[config.mk]
export PLATFORM = sky130hd
export DESIGN_NAME = tsmf_src_arbiter
export DESIGN_NICKNAME = d
export VERILOG_FILES = /design/src/rtl/tsmf_src_arbiter.sv
export SDC_FILE = /design/constraint.sdc
export NUM_CORES = 1
export LEC_CHECK = 0
export BUFFER_PORTS_ARGS = -buffer_cell sky130_fd_sc_hd__buf_2
export CELL_PAD_IN_SITES_DETAIL_PLACEMENT = 2
export CELL_PAD_IN_SITES_GLOBAL_PLACEMENT = 2
export CORE_MARGIN = 5
export CORE_UTILIZATION = 26
export CTS_CLUSTER_DIAMETER = 50
export DETAILED_ROUTE_END_ITERATION = 16
export PLACE_DENSITY = 0.86
export RECOVER_POWER = 100
export SKIP_LAST_GASP = 1
export SYNTH_ARGS = -nofsm -noshare
export SYNTH_HDL_FRONTEND = slang
export SYNTH_SLANG_ARGS = --single-unit
[constraint.sdc]
create_clock -name clk -period 4 [get_ports clk]
set_input_delay 0.8 -clock clk [delete_from_list [all_inputs] [get_ports clk]]
set_output_delay 0.8 -clock clk [all_outputs]
set_load 0.01 [all_outputs]
[src/rtl/tsmf_src_arbiter.sv]
// Packet-atomic round-robin arbiter: grants one source at a time, forwards one whole TS packet
// through a registered mux, then holds a minimum idle gap before arbitrating again.
module tsmf_src_arbiter #(
    parameter int N_SRC     = 4,
    parameter int PKT_WORDS = 47,
    parameter int GAP_CYC   = 10,
    parameter int START_TO  = 16
) (
    input  logic                 clk,
    input  logic                 rst,
    input  logic [N_SRC-1:0]     src_enable,
    input  logic [N_SRC-1:0]     src_req,
    output logic [N_SRC-1:0]     src_gnt,
    input  logic [32*N_SRC-1:0]  src_din,
    input  logic [N_SRC-1:0]     src_din_en,
    output logic [31:0]          ts_din,
    output logic                 ts_din_en,
    output logic [2:0]           cur_src,
    output logic                 pkt_done,
    output logic                 err_timeout,
    output logic                 err_short,
    output logic [1:0]           state_dbg
);

    localparam int TW = $clog2(START_TO + 1);
    localparam int GW = $clog2(GAP_CYC + 1);

    typedef enum logic [1:0] {S_IDLE, S_GRANT, S_XFER, S_GAP} state_t;

    state_t        state_q, state_d;
    logic [2:0]    cur_q, cur_d;
    logic [2:0]    rr_q, rr_d, rr_next;
    logic [5:0]    word_cnt_q, word_cnt_d;
    logic [TW-1:0] timer_q, timer_d;
    logic [GW-1:0] gap_q, gap_d;
    logic          fwd, done_d, to_d, short_d;
    logic          found;
    logic [2:0]    winner;
    logic          sel_en;
    logic [31:0]   sel_din;

    // Handshake: src_gnt is the ready; a word moves on every cycle src_din_en[cur] (valid)
    // is high while granted. Valid dropping mid-packet ends the transfer as short.
    always_comb begin
        sel_en  = 1'b0;
        sel_din = '0;
        for (int i = 0; i < N_SRC; i++) begin
            if (cur_q == 3'(i)) begin
                sel_en  = src_din_en[i];
                sel_din = src_din[32*i +: 32];
            end
        end
    end

    // Round-robin search starting at rr_q, wrapping at N_SRC-1.
    always_comb begin
        found  = 1'b0;
        winner = rr_q;
        for (int k = 0; k < N_SRC; k++) begin
            int cand;
            cand = int'(rr_q) + k;
            if (cand >= N_SRC) cand = cand - N_SRC;
            for (int i = 0; i < N_SRC; i++) begin
                if (!found && cand == i && src_req[i] && src_enable[i]) begin
                    found  = 1'b1;
                    winner = 3'(i);
                end
            end
        end
    end

    assign rr_next = (cur_q == 3'(N_SRC - 1)) ? 3'd0 : cur_q + 3'd1;

    always_comb begin
        state_d    = state_q;
        cur_d      = cur_q;
        rr_d       = rr_q;
        word_cnt_d = word_cnt_q;
        timer_d    = timer_q;
        gap_d      = gap_q;
        fwd        = 1'b0;
        done_d     = 1'b0;
        to_d       = 1'b0;
        short_d    = 1'b0;
        case (state_q)
            S_IDLE: begin
                word_cnt_d = '0;
                timer_d    = '0;
                gap_d      = '0;
                if (found) begin
                    state_d = S_GRANT;
                    cur_d   = winner;
                end
            end
            S_GRANT: begin
                if (sel_en) begin
                    fwd        = 1'b1;
                    word_cnt_d = 6'd1;
                    if (PKT_WORDS == 1) begin
                        done_d  = 1'b1;
                        rr_d    = rr_next;
                        state_d = S_GAP;
                    end else begin
                        state_d = S_XFER;
                    end
                end else if (timer_q == TW'(START_TO - 1)) begin
                    to_d    = 1'b1;
                    rr_d    = rr_next;
                    state_d = S_GAP;
                end else begin
                    timer_d = timer_q + 1'b1;
                end
            end
            S_XFER: begin
                if (sel_en) begin
                    fwd        = 1'b1;
                    word_cnt_d = word_cnt_q + 6'd1;
                    if (word_cnt_q >= 6'(PKT_WORDS - 1)) begin
                        done_d  = 1'b1;
                        rr_d    = rr_next;
                        state_d = S_GAP;
                    end
                end else begin
                    // Partial packet is left as is; downstream resyncs on the 0x47 sync byte.
                    short_d = 1'b1;
                    rr_d    = rr_next;
                    state_d = S_GAP;
                end
            end
            S_GAP: begin
                if (gap_q == GW'(GAP_CYC - 1)) state_d = S_IDLE;
                else                           gap_d   = gap_q + 1'b1;
            end
            default: state_d = S_IDLE;
        endcase
    end

    always_ff @(posedge clk or negedge rst) begin
        if (!rst) begin
            state_q     <= S_IDLE;
            cur_q       <= '0;
            rr_q        <= '0;
            word_cnt_q  <= '0;
            timer_q     <= '0;
            gap_q       <= '0;
            ts_din      <= '0;
            ts_din_en   <= 1'b0;
            pkt_done    <= 1'b0;
            err_timeout <= 1'b0;
            err_short   <= 1'b0;
        end else begin
            state_q     <= state_d;
            cur_q       <= cur_d;
            rr_q        <= rr_d;
            word_cnt_q  <= word_cnt_d;
            timer_q     <= timer_d;
            gap_q       <= gap_d;
            ts_din      <= fwd ? sel_din : 32'd0;
            ts_din_en   <= fwd;
            pkt_done    <= done_d;
            err_timeout <= to_d;
            err_short   <= short_d;
        end
    end

    // Grant decodes straight from state so it drops with the state register, including on reset.
    always_comb begin
        src_gnt = '0;
        for (int i = 0; i < N_SRC; i++) begin
            if ((state_q == S_GRANT || state_q == S_XFER) && cur_q == 3'(i)) src_gnt[i] = 1'b1;
        end
    end

    assign cur_src   = cur_q;
    assign state_dbg = state_q;

endmodule

==> results.json <==
{
  "grt_use_total_pct": 18.17,
  "worstPathRequired_ps": 3200,
  "netlist_area_um2": 3576,
  "final.period_utilization_pct": 75.08,
  "post-cts-setup-buffer-count": 0,
  "worstReg2RegStart": "cur_src[1]$_DFFE_PN0P_",
  "timing.final.max_slew_violations": 46,
  "antenna_cells": 0,
  "numCtsBuffers": 9,
  "fmax_mhz": 333.0,
  "synth_warnings": 0,
  "netlist.area_leader.share_pct": 41.29,
  "die_y_um": 127.3,
  "tns_ps": 0,
  "clock_latency_ps": 320,
  "ff2ff_path_depth": 5,
  "cpPeakStageDelay_ps": 560,
  "crit_path_end": "src_gnt[2]",
  "final-hold-violation-count": 0,
  "critPathLaunch": "cur_src[0]$_DFFE_PN0P_",
  "arrival_ps": 2200,
  "yosysSeqAreaShare_pct": 41.29,
  "setup_viol": 0,
  "netlist_instances": 420,
  "synthesis.nets": 576,
  "antenna_found_initial": 0,
  "routedWlPerCell_um": 19.16,
  "leakage_nw": 2.313,
  "cts_resized": 0,
  "final_nets": 748,
  "rsz0062_at_grt": "no",
  "hold_class": "reg -> reg",
  "ys.flop_type": "dfrtp_1",
  "holdWs_ps": 505.7,
  "drtAntennaViolNets": 0,
  "clk_path_buf_depth": 2,
  "layoutNonFillerInstCount": 773,
  "overflow": 0,
  "synth.area.top_cells": "dfrtp_1 41%, a221oi_1 8.1%, nor2_1 7.7%",
  "io_pins": 187,
  "critical_path_class": "reg -> out",
  "r2r_slack_ps": 1290,
  "grt_pass1_vias": 4516,
  "slew_headroom_pct": -73.38,
  "place.gp.congestion": 0.8479,
  "r2r_end": "ts_din[26]$_DFF_PN0_",
  "hold_depth": 1,
  "num_vias": 4009,
  "cts_max_level": 3,
  "ir_drop_mv": 0.2854,
  "layout_commonest_cell": "buf_2",
  "final_cell_mix": "143 x buf_2, 74 x nor2_1, 59 x dfrtp_1",
  "root_buffer": "clkbuf_16",
  "synth-seq-cells": 59,
  "maxCapViolCount": 1,
  "synthArstFlopShare_pct": 100.0,
  "place_hpwl_um": 11420,
  "crit_path_start_kind": "register",
  "cts_tree": "yes",
  "first_pass_iters": 4,
  "dieArea_um2": 16200,
  "drt_iter0_markers": 152,
  "clock_skew_ps": 7.427,
  "drcViolationCount": 0,
  "path_clk_slew_ps": 60,
  "die_w_um": 127.3,
  "path_cells": "inv_1 -> ha_1 -> nor2b_2 -> clkbuf_2 -> and2_1 -> buf_2",
  "grt_start_max_net_pins": 68,
  "end_kind": "primary output",
  "cts_hold_buf": 0,
  "cp_max_fo": 33,
  "place_inst": 757,
  "clock_sinks": 59,
  "routed_wl_um": 14810,
  "vias_per_cell": 5.186,
  "slowest_stage": "clkbuf_2",
  "p_per_area_nw_per_um2": 804.2,
  "grt_pass1_wl_um": 23430,
  "core.rowCount": 42,
  "fin_crit_ps": 3003,
  "synth_top_area_cell": "dfrtp_1",
  "synth.distinct_cells": 52,
  "worst_slew_pin_slew_ps": 2601,
  "initial_core_util_pct": 26.79,
  "area_growth_pct": 36.21,
  "synth_edf_count": 0,
  "violations": "capacitance limit, slew limit",
  "io_buffers": 186,
  "core_area_um2": 13350,
  "syn_area_per_cell_um2": 8.514,
  "drive_gt1_share_pct": 28.98,
  "outcome": "complete, but fails checks"
}
through the flow:
step | total power, mW | utilization, % | area, µm² | setup slack, ps
floorplan | 2.446 | - | 3576 | 1481
global placement | 3.127 | 35.08 | 4682 | 1370
detailed placement | 3.258 | 35.08 | 4682 | 1267
CTS | 4.111 | 37.40 | 4992 | 1010
global route | 4.272 | 36.49 | 4871 | 541.4
finish | 3.917 | 36.49 | 4871 | 997.0
metal layers:
metal  wire length [µm]  vias to the layer above  track usage, %
met2               7790                      137           32.98
met3               1007                       18           4.758
met4                248                        0           5.615
li1                   -                     1872               -
met5                  0                        -               0
met1               5764                     1982           20.78
power breakdown:
group / total (mW) / switching, mW / internal [mW]
sequential: 0.943 / 0.141 / 0.803
combinational: 2.15 / 1.41 / 0.746
clock: 0.823 / 0.279 / 0.544
total: 3.92 / 1.83 / 2.09
layout make-up:
cell class	instances	area, µm²
fillers	1603	8477
inverters	14	52.55
clock buffers	11	232.7
clock inverters	5	77.57
well taps	176	220.2
multi-input cells	316	1894
repair buffers	192	917.1
flip-flops and latches	59	1476
worst max-delay path, delay by kind of cell, from the launching register on:
family | cells | cell delay, ps
buf+inv | 3 | 820
flops | 1 | 430
simple gates | 2 | 370
fa+ha+maj | 1 | 250
flip-flops by register name, indices dropped and copies added (netlist names):
register	count
cur_src	3
err_short	1
err_timeout	1
gap_q	4
pkt_done	1
rr_q	3
state_dbg	2
timer_q	5
ts_din	32
ts_din_en	1
word_cnt_q	6
synthesized netlist by cell type (all sizes together), types with 3 or more instances:
library cell / n
nor2: 74
dfrtp: 59
a21oi: 45
nor3: 35
a221oi: 33
clkbuf: 29
o21ai: 25
nand2: 21
ha: 14
inv: 14
nand3: 8
a31oi: 6
nor2b: 6
o31ai: 5
and2: 4
and3: 3
nand2b: 3
worst min-delay path by stage:
stage	slack, ps	start	to
finish	510	timer_q[2]$_DFFE_PN0P_	timer_q[2]$_DFFE_PN0P_
global placement	460	word_cnt_q[5]$_DFFE_PN0P_	word_cnt_q[5]$_DFFE_PN0P_
CTS	520	timer_q[2]$_DFFE_PN0P_	timer_q[2]$_DFFE_PN0P_
detailed placement	520	word_cnt_q[5]$_DFFE_PN0P_	word_cnt_q[5]$_DFFE_PN0P_
floorplan	440	word_cnt_q[5]$_DFFE_PN0P_	word_cnt_q[5]$_DFFE_PN0P_
global route	540	timer_q[2]$_DFFE_PN0P_	timer_q[2]$_DFFE_PN0P_
cells by family (layout without fill, tap and decap cells):
| family | count (synthesis) | count (layout) | synth area share [%] |
|---|---|---|---|
| xor+xnor | 4 | 4 | 0.9799 |
| buf+inv | 45 | 222 | 4.793 |
| flops | 59 | 59 | 41.29 |
| simple gates | 163 | 163 | 21.41 |
| compound gates | 132 | 132 | 25.75 |
| fa+ha+maj | 14 | 14 | 4.899 |
| mux | 3 | 3 | 0.8747 |
(Power assumes the default switching activity.)
